### src/rtl/player_pkg.sv
// Shared encodings and constants for the audio player control path.
package player_pkg;

  typedef enum logic [1:0] {
    MODE_SEQ     = 2'd0,
    MODE_REPEAT  = 2'd1,
    MODE_SHUFFLE = 2'd2,
    MODE_SEQ_ALT = 2'd3
  } play_mode_e;

  localparam logic [7:0] LFSR_SEED = 8'hA5;
  // Fibonacci taps 8,6,5,4 (1-indexed) as a bit mask
  localparam logic [7:0] LFSR_TAPS = 8'b1011_1000;

  localparam logic [3:0] SEC_L_MAX = 4'd9;
  localparam logic [3:0] SEC_H_MAX = 4'd5;
  localparam logic [3:0] MIN_L_MAX = 4'd9;
  localparam logic [3:0] MIN_H_MAX = 4'd9;

  function automatic logic [7:0] lfsr_next(input logic [7:0] s);
    return {s[6:0], ^(s & LFSR_TAPS)};
  endfunction

endpackage

### src/rtl/cmd_debounce.sv
// Two-flop synchroniser, counter debouncer and rising-edge event with optional auto-repeat.
module cmd_debounce #(
  parameter int unsigned DEB_CYC       = 1000000,
  parameter int unsigned REPEAT_CYC    = 10000000,
  parameter bit          ENABLE_REPEAT = 1'b1
) (
  input  logic clk,
  input  logic rst,
  input  logic din,
  output logic evt
);

  localparam int unsigned DW = $clog2(DEB_CYC + 1);
  localparam int unsigned RW = $clog2(REPEAT_CYC + 1);

  logic          s1, s2, deb;
  logic [DW-1:0] cnt;
  logic [RW-1:0] rcnt;
  logic          settle, rise, rep;

  always_comb begin
    settle = (s2 != deb) && (cnt == DW'(DEB_CYC - 1));
    rise   = settle && s2;
    rep    = ENABLE_REPEAT && deb && (rcnt == RW'(REPEAT_CYC - 1));
  end

  always_ff @(posedge clk) begin
    if (rst) begin
      s1   <= 1'b0;
      s2   <= 1'b0;
      deb  <= 1'b0;
      cnt  <= '0;
      rcnt <= '0;
      evt  <= 1'b0;
    end else begin
      s1 <= din;
      s2 <= s1;
      if (s2 == deb) begin
        cnt <= '0;
      end else if (settle) begin
        deb <= s2;
        cnt <= '0;
      end else begin
        cnt <= cnt + DW'(1);
      end
      // repeat timer starts from zero on the debounced rising edge
      if (!deb || !ENABLE_REPEAT || rep) rcnt <= '0;
      else                               rcnt <= rcnt + RW'(1);
      evt <= rise | rep;
    end
  end

endmodule

### src/rtl/player_ctrl.sv
// Player control: debounced volume/track commands, play-mode track advance, BCD elapsed time.
module player_ctrl
  import player_pkg::*;
#(
  parameter int unsigned NUM_SRC    = 2,
  parameter int unsigned VOL_W      = 8,
  parameter int unsigned VOL_STEP   = 16,
  parameter int unsigned VOL_MAX    = 254,
  parameter int unsigned VOL_RST    = 32,
  parameter int unsigned NUM_TRACKS = 32,
  parameter int unsigned DEB_CYC    = 1000000,
  parameter int unsigned REPEAT_CYC = 10000000,
  parameter int unsigned TICK_DIV   = 100000000
) (
  input  logic                          CLK,
  input  logic                          RST,
  input  logic [NUM_SRC-1:0]            inc_vol,
  input  logic [NUM_SRC-1:0]            dec_vol,
  input  logic [NUM_SRC-1:0]            next_trk,
  input  logic [NUM_SRC-1:0]            prev_trk,
  input  logic [1:0]                    play_mode,
  input  logic                          track_end,
  output logic [VOL_W-1:0]              vol,
  output logic [$clog2(NUM_TRACKS)-1:0] track,
  output logic                          track_chg,
  output logic [3:0]                    sec_l,
  output logic [3:0]                    sec_h,
  output logic [3:0]                    min_l,
  output logic [3:0]                    min_h
);

  localparam int unsigned TW  = $clog2(NUM_TRACKS);
  localparam int unsigned KW  = $clog2(TICK_DIV + 1);
  localparam logic [TW:0]    NT   = (TW+1)'(NUM_TRACKS);
  localparam logic [TW-1:0]  LAST = TW'(NUM_TRACKS - 1);
  localparam logic [VOL_W:0] STEP = (VOL_W+1)'(VOL_STEP);
  localparam logic [VOL_W:0] VMAX = (VOL_W+1)'(VOL_MAX);

  logic inc_e, dec_e, nxt_e, prv_e;

  cmd_debounce #(.DEB_CYC(DEB_CYC), .REPEAT_CYC(REPEAT_CYC), .ENABLE_REPEAT(1'b1))
    u_inc (.clk(CLK), .rst(RST), .din(|inc_vol), .evt(inc_e));
  cmd_debounce #(.DEB_CYC(DEB_CYC), .REPEAT_CYC(REPEAT_CYC), .ENABLE_REPEAT(1'b1))
    u_dec (.clk(CLK), .rst(RST), .din(|dec_vol), .evt(dec_e));
  cmd_debounce #(.DEB_CYC(DEB_CYC), .REPEAT_CYC(REPEAT_CYC), .ENABLE_REPEAT(1'b0))
    u_nxt (.clk(CLK), .rst(RST), .din(|next_trk), .evt(nxt_e));
  cmd_debounce #(.DEB_CYC(DEB_CYC), .REPEAT_CYC(REPEAT_CYC), .ENABLE_REPEAT(1'b0))
    u_prv (.clk(CLK), .rst(RST), .din(|prev_trk), .evt(prv_e));

  logic [7:0]       lfsr;
  logic [KW-1:0]    tick;
  logic [VOL_W-1:0] vol_nxt;
  logic [VOL_W:0]   vol_sum;
  logic [TW-1:0]    track_nxt, trk_inc, trk_dec, shuf;
  logic [TW:0]      idx;
  logic             chg;

  always_comb begin
    vol_nxt = vol;
    vol_sum = {1'b0, vol} + STEP;
    if (inc_e && !dec_e)
      vol_nxt = ({1'b0, vol} >= STEP) ? vol - STEP[VOL_W-1:0] : '0;
    else if (dec_e && !inc_e)
      vol_nxt = (vol_sum > VMAX) ? VMAX[VOL_W-1:0] : vol_sum[VOL_W-1:0];
  end

  always_comb begin
    trk_inc = (track == LAST) ? '0 : track + TW'(1);
    trk_dec = (track == '0) ? LAST : track - TW'(1);
    idx = {1'b0, lfsr[TW-1:0]};
    if (idx >= NT) idx = idx - NT;
    shuf = idx[TW-1:0];
    if (shuf == track) shuf = (shuf == LAST) ? '0 : shuf + TW'(1);
    track_nxt = track;
    chg       = 1'b0;
    // any user track event masks a coincident track_end
    if (nxt_e || prv_e) begin
      if (nxt_e && !prv_e) begin
        track_nxt = trk_inc;
        chg       = 1'b1;
      end else if (prv_e && !nxt_e) begin
        track_nxt = trk_dec;
        chg       = 1'b1;
      end
    end else if (track_end) begin
      chg = 1'b1;
      case (play_mode_e'(play_mode))
        MODE_REPEAT:  track_nxt = track;
        MODE_SHUFFLE: track_nxt = shuf;
        default:      track_nxt = trk_inc;
      endcase
    end
  end

  always_ff @(posedge CLK) begin
    if (RST) begin
      vol       <= VOL_W'(VOL_RST);
      track     <= '0;
      track_chg <= 1'b0;
      lfsr      <= LFSR_SEED;
      tick      <= '0;
      sec_l     <= '0;
      sec_h     <= '0;
      min_l     <= '0;
      min_h     <= '0;
    end else begin
      vol       <= vol_nxt;
      track     <= track_nxt;
      track_chg <= chg;
      lfsr      <= lfsr_next(lfsr);
      if (chg) begin
        tick  <= '0;
        sec_l <= '0;
        sec_h <= '0;
        min_l <= '0;
        min_h <= '0;
      end else if (tick == KW'(TICK_DIV - 1)) begin
        tick <= '0;
        if (sec_l == SEC_L_MAX) begin
          sec_l <= '0;
          if (sec_h == SEC_H_MAX) begin
            sec_h <= '0;
            if (min_l == MIN_L_MAX) begin
              min_l <= '0;
              min_h <= (min_h == MIN_H_MAX) ? '0 : min_h + 4'd1;
            end else begin
              min_l <= min_l + 4'd1;
            end
          end else begin
            sec_h <= sec_h + 4'd1;
          end
        end else begin
          sec_l <= sec_l + 4'd1;
        end
      end else begin
        tick <= tick + KW'(1);
      end
    end
  end

endmodule

### config.mk
export PLATFORM = sky130hd
export DESIGN_NAME = player_ctrl
export DESIGN_NICKNAME = d
export VERILOG_FILES = /design/src/rtl/player_pkg.sv /design/src/rtl/cmd_debounce.sv /design/src/rtl/player_ctrl.sv
export SDC_FILE = /design/constraint.sdc
export NUM_CORES = 1
export LEC_CHECK = 0
export ABC_AREA = 0
export BUFFER_PORTS_ARGS = -buffer_cell sky130_fd_sc_hd__buf_2
export CAP_MARGIN = 20
export CELL_PAD_IN_SITES_DETAIL_PLACEMENT = 0
export CELL_PAD_IN_SITES_GLOBAL_PLACEMENT = 1
export CORE_MARGIN = 2
export CORE_UTILIZATION = 51
export DETAILED_ROUTE_END_ITERATION = 10
export PLACE_DENSITY = 0.87
export SETUP_SLACK_MARGIN = 0.3
export SLEW_MARGIN = 10
export SYNTH_ARGS = -nofsm -noshare
export SYNTH_HDL_FRONTEND = slang
export SYNTH_SLANG_ARGS = --single-unit
### constraint.sdc
create_clock -name CLK -period 5.2 [get_ports CLK]
set_input_delay 1.04 -clock CLK [delete_from_list [all_inputs] [get_ports CLK]]
set_output_delay 1.04 -clock CLK [all_outputs]
set_load 0.1 [all_outputs]
==> impl_metrics.csv <==
group,metric,value,unit
synthesis,ys_types,68,
global_routing,antenna_found_initial,0,
pwr,p_leak,0.00369,uW
synthesis,synth_edf_count,0,
sta,rsz0062_at_grt,"false",
floorplan,die_h,142,um
sta,worst_pin_slew,0.898,ns
global_routing,gr-total-overflow,0,
run,drv_cap,0,
floorplan,fp.dieW,142,um
routing,via_count,7306,
run_status,status,"completed",
layout,finalNetCount,1169,
layout,syn_to_final_growth,11.5,%
cts,cts_resized,0,
layout,multi_input_area,0.00520,mm2
sta,fmax,0.380,GHz
placement,place_congestion,0.790,
routing,drt_first_pass_iters,4,
synthesis,synth-main-ff-cell,"dfxtp_1",
worst_setup_path,critical_path_arrival,3.01,ns
synthesis,yosys.area.top_type,"dfxtp_1",
layout,fill_cells,1682,
worst_setup_path,crit_type,"reg -> reg",
cts,cts_htree_levels,1,
synthesis,yosys.area_share.xor_xnor,14.8,%
global_routing,grt_usage,17.6,%
cts,cts_tree,"built",
synthesis,yosysSeqAreaShare,42.6,%
worst_setup_path,regToRegSetupSlack,2.57,ns
sta,finalSetupTns,0,ns
floorplan,coreArea,0.0186,mm2
pwr,peakVddDrop,210,uV
layout,antenna_cells,0,
worst_setup_path,crit_fanout,12,
worst_setup_path,critPathRequiredTime,5.57,ns
floorplan,initial_core_util,51.9,%
synthesis,synth_warnings,0,
floorplan,dieArea,0.0201,mm2
layout,final_util,57.9,%
synthesis,synth-compound-area-share,4.63,%
global_routing,grt_max_degree,45,
worst_setup_path,slowest_delay,0.76,ns
worst_setup_path,crit_buf_inv,0,
routing,viasPerCell,5.28,
synthesis,synth_top_area_share,42.6,%
global_routing,first_global_vias,6814,
synthesis,ys_ff_latch,206,
sta,maxSlewViolCount,0,
layout,drive_gt1_share,8.87,%
synthesis,synth_common_cells,"nor2_1 (217), dfxtp_1 (206), xnor2_1 (84), xor2_1 (79), nand3_1 (67)",
floorplan,ios,43,
synthesis,syn_inst,1109,
routing,wl_per_cell,12.7,um
sta,fin_crit,2.63,ns
hold_path,hold_path_class,"reg -> reg",
synthesis,yosys.area_share.simple,30.5,%
hold_path,hp-start,"lfsr[6]",
sta,relSlewSlack,39.6,%
layout,fin_cells,1384,
worst_setup_path,rr_worst_depth,5,
synthesis,synth_fa_ha_area_share,2.46,%
sta,holdWs,0.419,ns
worst_setup_path,crit_chain,"nor4_1, nand4_1, nor4_4, mux2i_1, a31oi_1",
routing,wl,17500,um
global_routing,grt_pass1_wl,30800,um
sta,fin_crit_sh,50.6,%
placement,dp_hpwl,11600,um
synthesis,synth_top_family_by_area,"simple AND/OR/NAND/NOR gates",
cts,cts-root-buf,"clkbuf_16",
cts,path_clk_slew,0.06,ns
cts,cts_buffers,22,
worst_setup_path,cpMaxStageDelayCell,"nand4_1",
routing,drt_iter0_markers,286,
floorplan,rows,50,
routing,postRouteAntennaNets,0,
synthesis,synthMuxAreaShare,1.37,%
pwr,power_density,322,mW/mm2
cts,numClockSinks,206,
worst_setup_path,cpLargestDelayFamily,"simple AND/OR/NAND/NOR gates",
routing,remaining_drc_errors,0,
sta,setup_viol,0,
hold_path,whs_path_depth,1,
layout,seq_area,0.00412,mm2
placement,place_inst,1347,
worst_setup_path,r2r-start,"tick[17]",
cts,postCtsHoldBufs,0,
worst_setup_path,start_kind,"flop",
hold_path,holdPathEnd,"lfsr[7]",
cts,ctsLongestPathBuffers,3,
worst_setup_path,worst_r2r_endpoint,"min_h[3]",
synthesis,synth_fp_nets,1141,
cts,insertion_delay,0.50,ns
synthesis,synth_area,0.00967,mm2
sta,hold_viol,0,
synthesis,syn_area_per_cell,8.72,um2
worst_setup_path,cp-end-kind,"flop",
synthesis,synthTopCellsByArea,"dfxtp_1 (43%), nor2_1 (8.4%), xnor2_1 (7.6%), xor2_1 (7.2%), nand3_1 (3.5%)",
synthesis,synth.most_common_cell,"nor2_1",
synthesis,ys_async_sr_fraction,0,%
sta,clock_skew,0.0126,ns
placement,portBuffers,41,
cts,cts_setup_buffers,0,
-- per-stage QoR --
step,worst slack (ns),instance area [um2],power (uW)
floorplan,2.47,9670,1740
global placement,2.13,9970,1760
detailed placement,2.11,9970,1760
CTS,2.58,10800,3510
global route,2.32,10800,3590
finish,2.57,10800,3470
-- how the worst max path moves through the flow --
| stage | start | end | slack [ns] | cells past startpoint |
|---|---|---|---|---|
| after floorplan | vol[4] | vol[6] | 2.47 | 7 |
| after global placement | RST | tick[4] | 2.13 | 5 |
| after detailed placement | RST | tick[14] | 2.11 | 5 |
| after CTS | tick[0] | min_h[3] | 2.58 | 6 |
| after global routing | tick[17] | sec_h[1] | 2.32 | 5 |
| final | tick[17] | min_h[3] | 2.57 | 5 |
-- area by class of cell --
| class | count | share of cell area (%) |
|---|---|---|
| sequential | 206 | 38.2 |
| multi-input combinational | 827 | 48.2 |
| clock buffer | 27 | 5.66 |
| inverter | 38 | 1.32 |
| tap | 234 | 2.71 |
| timing repair buffer | 42 | 1.97 |
| clock inverter | 10 | 1.86 |
-- where the power goes --
part / switching [uW] / total [uW] / internal [uW]
logic: 78.4 / 118 / 40.0
clock network: 614 / 1740 / 1130
registers: 19.5 / 1610 / 1590
-- state kept, by name, indices dropped and copies added, names as in the netlist, 4 cells and up --
name / cells
u_prv.cnt: 20
track: 5
u_dec.cnt: 20
min_h: 4
sec_h: 4
min_l: 4
vol: 5
u_dec.rcnt: 24
u_inc.rcnt: 24
u_inc.cnt: 20
sec_l: 4
lfsr: 8
tick: 27
u_nxt.cnt: 20
-- per-layer routing --
metal	vias to the layer above	routed length, um	global-route usage [%]	part of all wire (%)
met1	3339	8970	24.5	51
li1	3854	-	-	-
met2	89	7700	28.7	44
met4	0	359	4.32	2.0
met5	-	0	0	0
met3	24	504	2.94	2.9
-- cells in the final DEF (no fill, tap or decap), types with 6 or more instances in the layout --
master / netlist / final
inv_1: 38 / 38
o21ai_0: 18 / 18
or3_1: 7 / 7
and3_1: 33 / 33
dfxtp_1: 206 / 206
clkbuf_16: 0 / 23
nand4_1: 36 / 36
mux2i_1: 11 / 11
ha_1: 19 / 19
a31oi_1: 6 / 6
nor2_1: 217 / 217
nand3_1: 67 / 67
nor3_1: 24 / 24
a21oi_1: 16 / 16
nand2_1: 55 / 55
xor2_1: 79 / 79
nor2b_1: 17 / 17
buf_2: 12 / 41
bufinv_16: 0 / 6
nand2b_1: 6 / 6
and4_1: 13 / 13
nor4_1: 24 / 24
nor4b_1: 14 / 14
xnor2_1: 84 / 84
-- kinds of logic after synthesis --
| group | count (synthesis) |
|---|---|
| XOR/XNOR | 163 |
| buffers and inverters | 76 |
| flip-flops | 206 |
| other | 1 |
| AND/OR/NAND/NOR | 562 |
| AO/OA/AOI/OAI | 69 |
| adder cells (fa/ha/maj) | 19 |
| multiplexers | 13 |
No activity file was read; power rests on OpenSTA's default activity.
